$ cat src/rtl/bch_dec_seq_pkg.sv
// Shared types and constants for the BCH decoder control sequencer.
// Field-degree limits mirror the BCH datapath package.
package bch_dec_seq_pkg;

  localparam int MIN_M_C = 3;
  localparam int MAX_M_C = 16;

  localparam logic [1:0] ST_CLEAN_C  = 2'b00;
  localparam logic [1:0] ST_CORR_C   = 2'b01;
  localparam logic [1:0] ST_UNCORR_C = 2'b10;
  localparam logic [1:0] ST_TMO_C    = 2'b11;

  typedef enum logic [2:0] {
    IDLE,
    SYN,
    BM,
    CHIEN,
    RESP
  } bch_seq_state_t;

  typedef enum logic [1:0] {
    CLEAN         = ST_CLEAN_C,
    CORRECTED     = ST_CORR_C,
    UNCORRECTABLE = ST_UNCORR_C,
    TIMEOUT       = ST_TMO_C
  } bch_seq_status_t;

endpackage

$ cat src/rtl/bch_seq_watchdog.sv
// Per-stage cycle counter; expire marks the last cycle a stage may wait.
// Used by bch_dec_sequencer only when BCH_SEQ_WATCHDOG_EN is defined.
module bch_seq_watchdog #(
  parameter  int LIMIT_P = 1024,
  localparam int CW      = $clog2(LIMIT_P + 1)
) (
  input  logic clk,
  input  logic rst,
  input  logic clr,
  input  logic en,
  output logic expire
);

  localparam logic [CW-1:0] LAST_C = CW'(LIMIT_P - 1);

  logic [CW-1:0] cnt;

  // clr marks cycle 0 of a stage, so cnt equals cycles elapsed afterwards
  assign expire = en && !clr && (cnt == LAST_C);

  always_ff @(posedge clk or posedge rst) begin
    if (rst) begin
      cnt <= '0;
    end else if (clr) begin
      cnt <= CW'(1);
    end else if (en && !expire) begin
      cnt <= cnt + 1'b1;
    end
  end

endmodule

$ cat src/rtl/bch_dec_sequencer.sv
// Frame sequencer for the BCH decoder: syndrome -> BM -> Chien -> result.
// Define BCH_SEQ_WATCHDOG_EN to build the per-stage timeout watchdog.
module bch_dec_sequencer
  import bch_dec_seq_pkg::*;
#(
  parameter  int M_P          = 8,
  parameter  int T_P          = 4,
  parameter  int ID_WIDTH_P   = 4,
  parameter  int CNT_WIDTH_P  = 16,
  parameter  int WDT_CYCLES_P = 1024,
  localparam int DW           = $clog2(2 * T_P + 1)
) (
  input  logic                   clk,
  input  logic                   rst,
  input  logic                   frm_valid,
  output logic                   frm_ready,
  input  logic [ID_WIDTH_P-1:0]  frm_id,
  output logic                   syn_start,
  input  logic                   syn_done,
  input  logic                   syn_zero,
  output logic                   bm_start,
  input  logic                   bm_done,
  input  logic [DW-1:0]          bm_degree,
  output logic                   chien_start,
  input  logic                   chien_done,
  input  logic [DW-1:0]          chien_roots,
  output logic                   res_valid,
  input  logic                   res_ready,
  output logic [ID_WIDTH_P-1:0]  res_id,
  output logic [1:0]             res_status,
  output logic [DW-1:0]          res_nr_errors,
  output logic [CNT_WIDTH_P-1:0] cnt_frames,
  output logic [CNT_WIDTH_P-1:0] cnt_corrected,
  output logic [CNT_WIDTH_P-1:0] cnt_failed
);

  localparam logic [DW-1:0] T_C = DW'(T_P);

  if (M_P < MIN_M_C || M_P > MAX_M_C ||
      M_P * T_P >= 2 ** M_P - 1 || WDT_CYCLES_P < 2) begin : g_bad_cfg
    $error("bch_dec_sequencer: illegal parameter set");
  end

  bch_seq_state_t state;
  logic [DW-1:0]  deg_q;
  logic           wdt_exp;

`ifdef BCH_SEQ_WATCHDOG_EN
  bch_seq_watchdog #(
    .LIMIT_P (WDT_CYCLES_P)
  ) u_wdt (
    .clk    (clk),
    .rst    (rst),
    .clr    (syn_start | bm_start | chien_start),
    .en     (state inside {SYN, BM, CHIEN}),
    .expire (wdt_exp)
  );
`else
  assign wdt_exp = 1'b0;
`endif

  assign frm_ready = (state == IDLE) && !rst;

  // A done in the start-pulse cycle is stale and deliberately ignored
  always_ff @(posedge clk or posedge rst) begin
    if (rst) begin
      state         <= IDLE;
      syn_start     <= 1'b0;
      bm_start      <= 1'b0;
      chien_start   <= 1'b0;
      res_valid     <= 1'b0;
      res_id        <= '0;
      res_status    <= CLEAN;
      res_nr_errors <= '0;
      deg_q         <= '0;
      cnt_frames    <= '0;
      cnt_corrected <= '0;
      cnt_failed    <= '0;
    end else begin
      syn_start   <= 1'b0;
      bm_start    <= 1'b0;
      chien_start <= 1'b0;
      unique case (state)
        IDLE: begin
          if (frm_valid) begin
            res_id    <= frm_id;
            syn_start <= 1'b1;
            state     <= SYN;
          end
        end
        SYN: begin
          if (syn_done && !syn_start) begin
            if (syn_zero) begin
              res_status    <= CLEAN;
              res_nr_errors <= '0;
              res_valid     <= 1'b1;
              state         <= RESP;
            end else begin
              bm_start <= 1'b1;
              state    <= BM;
            end
          end else if (wdt_exp) begin
            res_status    <= TIMEOUT;
            res_nr_errors <= '0;
            res_valid     <= 1'b1;
            state         <= RESP;
          end
        end
        BM: begin
          if (bm_done && !bm_start) begin
            if (bm_degree > T_C) begin
              res_status    <= UNCORRECTABLE;
              res_nr_errors <= '0;
              res_valid     <= 1'b1;
              state         <= RESP;
            end else begin
              deg_q       <= bm_degree;
              chien_start <= 1'b1;
              state       <= CHIEN;
            end
          end else if (wdt_exp) begin
            res_status    <= TIMEOUT;
            res_nr_errors <= '0;
            res_valid     <= 1'b1;
            state         <= RESP;
          end
        end
        CHIEN: begin
          if (chien_done && !chien_start) begin
            if (chien_roots == deg_q) begin
              res_status    <= CORRECTED;
              res_nr_errors <= deg_q;
            end else begin
              res_status    <= UNCORRECTABLE;
              res_nr_errors <= '0;
            end
            res_valid <= 1'b1;
            state     <= RESP;
          end else if (wdt_exp) begin
            res_status    <= TIMEOUT;
            res_nr_errors <= '0;
            res_valid     <= 1'b1;
            state         <= RESP;
          end
        end
        RESP: begin
          if (res_ready) begin
            res_valid <= 1'b0;
            state     <= IDLE;
            if (~&cnt_frames)
              cnt_frames <= cnt_frames + 1'b1;
            if (res_status == ST_CORR_C && ~&cnt_corrected)
              cnt_corrected <= cnt_corrected + 1'b1;
            if (res_status[1] && ~&cnt_failed)
              cnt_failed <= cnt_failed + 1'b1;
          end
        end
        default: state <= IDLE;
      endcase
    end
  end

endmodule

$ cat config.mk
export PLATFORM = sky130hd
export DESIGN_NAME = bch_dec_sequencer
export DESIGN_NICKNAME = d
export VERILOG_FILES = /design/src/rtl/bch_dec_seq_pkg.sv /design/src/rtl/bch_seq_watchdog.sv /design/src/rtl/bch_dec_sequencer.sv
export SDC_FILE = /design/constraint.sdc
export NUM_CORES = 1
export LEC_CHECK = 0
export BUFFER_PORTS_ARGS = -buffer_cell sky130_fd_sc_hd__buf_2
export CORE_ASPECT_RATIO = 0.7
export CORE_MARGIN = 4
export CORE_UTILIZATION = 57
export DETAILED_ROUTE_END_ITERATION = 12
export PLACE_DENSITY_LB_ADDON = 0.1
export SETUP_SLACK_MARGIN = 0.05
export SYNTH_ARGS = -nofsm -noshare
export SYNTH_HDL_FRONTEND = slang
export SYNTH_SLANG_ARGS = --single-unit
$ cat constraint.sdc
create_clock -name clk -period 3.9 [get_ports clk]
set_clock_uncertainty 0.2 [all_clocks]
set_input_delay 0.39 -clock clk [delete_from_list [all_inputs] [get_ports clk]]
set_output_delay 0.39 -clock clk [all_outputs]
set_load 0.05 [all_outputs]
**After elaboration in Yosys (flattened, before gate mapping)**

Cells that the tools add are included.
W data, S select, Z words.

- Add/sub/neg operators: 3
- $lt $le $gt $ge: 1
- Shift-type cells: 0
- Bitwise gates (word level): 2
- Multiplexer cells: 37
- Equality and inequality tests: 13
- Reduce and logical (&&, ||, !) cells: 26
- Div/mod/pow operators: 0
- $mul: 0

Operator list:

| operator | number |
|---|---|
| $add A16 B1 Y16 const B | 3 |
| $reduce_and A16 Y1 | 3 |
| $mux W4 | 6 |
| $mux W3 | 7 |
| $pmux W3 S5 | 1 |
| $mux W1 | 14 |
| $ne A2 B2 Y1 const B | 7 |
| $mux W2 | 6 |
| $pmux W4 S3 | 1 |
| $reduce_and A3 Y1 | 4 |
| $reduce_and A7 Y1 | 1 |
| $eq A3 B2 Y1 const B | 2 |
| $logic_and A1 B1 Y1 | 6 |
| $logic_not A1 Y1 | 6 |
| $pmux W2 S3 | 1 |
| $reduce_and A6 Y1 | 1 |
| $reduce_and A5 Y1 | 1 |
| $eq A4 B4 Y1 | 1 |
| $gt A4 B3 Y1 const B | 1 |
| $pmux W1 S4 | 1 |
| $reduce_bool A4 Y1 | 1 |
| $eq A3 B1 Y1 const B | 1 |
| $eq A3 B3 Y1 const B | 1 |
| $logic_not A3 Y1 | 1 |
| other kinds (4) | 5 |

- Bits in writable memories: 0
- Latch bits: 0
- Output and inout bits: 63
- Logic and storage cells: 94
- Memories: 0
- Memory bits (read-only): 0
- Bits of input ports: 20
- Bits in registers: 69

**Logic depth before layout (Yosys ltp)**

- Word-level depth: 4
- Gate-level depth with buffers: 8
- Gate-level depth less buffers: 6

**Least setup slack after synthesis**

Ideal clock, no wire load.

- Kind: reg2out
- Start: register state[0]
- End: output frm_ready
- Data arrival time: 2.114 ns
- Cell stages (with the launch flop): 3
- Buffers on the path: 1
- Required time: 3.310 ns
- Slack: 1.196 ns
- Path through: dfrtp_1 buf_2 nor4_1

- Word-level cells in the longest chain between the ends: 2

RTL lines:

| element | RTL line | source |
|---|---|---|
| from (decl) | bch_dec_sequencer.sv:44 | `bch_seq_state_t state;` |
| from (signal assigned) | bch_dec_sequencer.sv:67 | `state <= IDLE;` |
| from (signal assigned) | bch_dec_sequencer.sv:88 | `state <= SYN;` |
| from (signal assigned) | bch_dec_sequencer.sv:97 | `state <= RESP;` |
| $logic_not A3 Y1 | bch_dec_sequencer.sv:62 | `assign frm_ready = (state == IDLE) && !rst;` |
| $logic_and A1 B1 Y1 | bch_dec_sequencer.sv:62 |  |
| to (decl) | bch_dec_sequencer.sv:16 | `output logic frm_ready,` |

No other way between the ends.

**Final worst setup path**

- Start: register state[1]
- End: register cnt_corrected[1]

- Word-level cells in the longest chain between the ends: 2

RTL lines:

| element | RTL line | source |
|---|---|---|
| $eq A3 B3 Y1 | bch_dec_sequencer.sv:83 | `unique case (state)` |
| $reduce_and A3 Y1 (no line) | - |  |
| to (signal assigned) | bch_dec_sequencer.sv:153 | `cnt_corrected <= cnt_corrected + 1'b1;` |
| to (decl) | bch_dec_sequencer.sv:33 | `output logic [CNT_WIDTH_P-1:0] cnt_corrected,` |

No other way between the ends.
A chain may end at the register's enable or synchronous reset.

==> impl_metrics.py <==
metrics = {
    "run_status": {
        "status": "complete, no violations",
    },
    "layout": {
        "drive_above_1_share_pct": 29.4,
        "fin_cells": 467,
        "design_area_sq_um": 3940,
        "area_delta_synth_final_pct": 22.4,
        "diodes": 0,
        "final_nets": 413,
        "fin_util_pct": 73.8,
    },
    "placement": {
        "gp_congestion": 0.857,
        "port_buffers": 82,
        "placed_cell_area_sq_um": 3680,
        "place_hpwl_mm": 5.00,
        "dp.cells": 450,
    },
    "floorplan": {
        "rows": 22,
        "die-area_sq_um": 6930,
        "core_sq_um": 5340,
        "start_util_pct": 60.3,
        "fp.dieH_um": 70.9,
        "die_w_um": 97.8,
        "io_pins": 83,
    },
    "critical_path": {
        "cp-end-kind": "register",
        "cpPeakStageDelay_ns": 0.71,
        "rr_startpoint": "state[1]",
        "critical_path_class": "register to register",
        "path_cells": "and4bb_2, nand3b_1, a31oi_1, mux2_2",
        "slowest_stage": "a31oi_1",
        "critical_path.max_fanout": 13,
        "crit_cells": 4,
        "startpoint": "state[1]",
        "ff2ff_setup_slack_ns": 1.26,
        "reg2reg_to": "cnt_corrected[1]",
        "cp_top_family": "compound AO/OA/AOI/OAI gates",
        "worst-path-buf-inv": 0,
        "crit_end": "cnt_corrected[1]",
        "critPathArrivalTime_ns": 2.67,
        "critPathRequiredTime_ns": 3.93,
        "cp-start-kind": "register",
        "reg2reg_depth": 4,
    },
    "drt": {
        "first_pass_iters": 4,
        "vias": 2556,
        "wl_per_cell_um": 14.6,
        "drt.antenna.violating_nets": 0,
        "drtIter0Drc": 157,
        "routed_wl_mm": 6.80,
        "drc": 0,
        "vias_per_cell": 5.47,
    },
    "clocking": {
        "htreeDepth": 3,
        "cts_tree": "done",
        "clkTransAtPathRegs_ns": 0.07,
        "cts_num_sinks": 69,
        "post_cts_buffers": 0,
        "clock_latency_ns": 0.35,
        "cts_root_buffer": "clkbuf_8",
        "numCtsBuffers": 9,
        "cts_max_path_buffers": 2,
    },
    "timing": {
        "final_max_slew_viol_count": 0,
        "finalCritPeriodShare_pct": 67.6,
        "hold_slack_ns": 0.0321,
        "tns_ns": 0,
        "hold_viol": 0,
        "rsz0062_at_grt": "false",
        "setup_violations": 0,
        "min_period_ns": 2.64,
        "worst_slew_margin_rel_pct": 33.2,
        "fmax_mhz": 379,
        "worst_slew_pin_slew_ns": 1.00,
    },
    "power_and_ir_drop": {
        "power_switching_w": 0.000745,
        "vdd_drop_max_v": 0.000642,
        "comb_power_share_pct": 24.8,
        "p_seq_share_pct": 42.0,
        "p_leak_nw": 2.00,
        "p_int_w": 0.00140,
        "swShare_pct": 34.7,
        "power_density_nw_per_um2": 545,
        "clkPwrFrac_pct": 33.2,
    },
    "global_routing": {
        "first_global_vias": 2410,
        "antenna_found_initial": 0,
        "grt-ovfl-total": 0,
        "grt_pass1_wl_mm": 11.7,
        "grt_usage_pct": 21.2,
        "grt_max_degree": 41,
    },
    "yosys": {
        "async_flop_share_pct": 100,
        "syn_area_sq_um": 3220,
        "postSynthCellCount": 302,
        "post-synth-top-count-cell": "dfrtp_1",
        "synth_edf_count": 0,
        "synth.top_cells.by_area": "dfrtp_1 (54%), xnor2_1 (6.3%), xor2_1 (4.4%)",
        "synth.avg_cell_area_sq_um": 10.7,
        "ys_ff_latch": 69,
        "synth_nets": 325,
        "yosysTopAreaCell": "dfrtp_1",
        "yosys-top-cells-count": "dfrtp_1 (69), nand2_1 (30), xnor2_1 (23)",
        "synth_top_flop_cell": "dfrtp_1",
        "yosysUniqueCellTypes": 44,
        "synth.top_cell.area_share_pct": 53.6,
        "yosysSeqAreaShare_pct": 53.6,
        "yosysWarnings": 0,
    },
    "min_path": {
        "hp-start": "res_ready",
        "hp-class": "input port to register",
    },
    "job": {
        "maxCapViolations": 0,
    },
}
layout by cell type, fill, tap and decap left out, drive strengths merged, types with 3 or more instances in the layout:
cell type / instances
dfrtp: 69
o31ai: 5
mux2: 9
nand3: 21
and4: 3
and3: 6
nand2: 30
o21ai: 11
nor2: 14
xnor2: 23
a21oi: 6
inv: 15
nor4: 7
nand4: 15
a31oi: 5
nor2b: 3
ha: 3
xor2: 16
nor3: 8
buf: 83
clkbuf: 10
bufinv: 3
sequential cells by signal, summed over array words and instances (netlist names):
name / cells
cnt_frames: 16
state: 3
chien_start: 1
cnt_corrected: 16
cnt_failed: 16
res_id: 4
bm_start: 1
res_nr_errors: 4
deg_q: 4
res_status: 2
res_valid: 1
syn_start: 1
worst min path at each step:
stage	slack, ns	end	cells after the start
2_1_floorplan	0.27	state[2]	1
4_1_cts	0.02	state[2]	2
6_report	0.03	state[2]	2
5_1_grt	0.04	state[2]	2
3_5_place_dp	0.28	res_nr_errors[2]	2
3_3_place_gp	0.28	cnt_frames[15]	1
final cells by class:
type	instances	area [sq um]
multi-input combinational	211	1390
inverter	15	56.3
clock buffer	10	138
timing repair buffer	84	428
sequential	69	1730
clock inverter	6	110
tap	72	90.1
fill	408	1400
per-layer routing:
metal  vias to the layer above  routed length [um]  share of wire, %  GRT usage [%]
li1                       1259                   -                 -              -
met1                      1198                3260                48           30.7
met2                        89                2940                43           29.4
met3                        10                 524               7.7           9.16
met4                         0                  68               1.0           5.22
met5                         -                   0                 0              0
worst reg2reg max path: stages (launching register included):
cell	delay [ns]
dfrtp_1	0.52
and4bb_2	0.52
nand3b_1	0.16
a31oi_1	0.71
mux2_2	0.41
through the flow:
stage / power [W] / setup slack (ns)
finish: 0.00215 / 1.26
global route: 0.00225 / 1.07
CTS: 0.00216 / 1.27
detailed placement: 0.00145 / 1.28
global placement: 0.00143 / 1.36
floorplan: 0.00132 / 1.20
repair_timing:
item	4_1_cts	5_1_grt
resized for setup	0	0
hold endpoints to repair	29	0
hold buffers	1	0
cell families after synthesis:
| logic type | Yosys count | share of synthesized area (%) |
|---|---|---|
| adder cells (fa/ha/maj) | 3 | 1.17 |
| buffers and inverters | 22 | 3.15 |
| flip-flops | 69 | 53.6 |
| AND/OR/NAND/NOR | 121 | 20.3 |
| XOR/XNOR | 39 | 10.6 |
| multiplexers | 10 | 3.46 |
| AO/OA/AOI/OAI | 38 | 7.66 |
power groups by stage:
stage	registers, W	logic (W)	clock network (W)
6_report	0.000902	0.000532	0.000712
5_1_grt	0.000921	0.000573	0.000754
4_1_cts	0.000901	0.000535	0.000724
3_5_place_dp	0.000915	0.000531	0
3_3_place_gp	0.000909	0.000523	0
2_1_floorplan	0.00108	0.000238	0
Power figures use the tool's default switching activity.
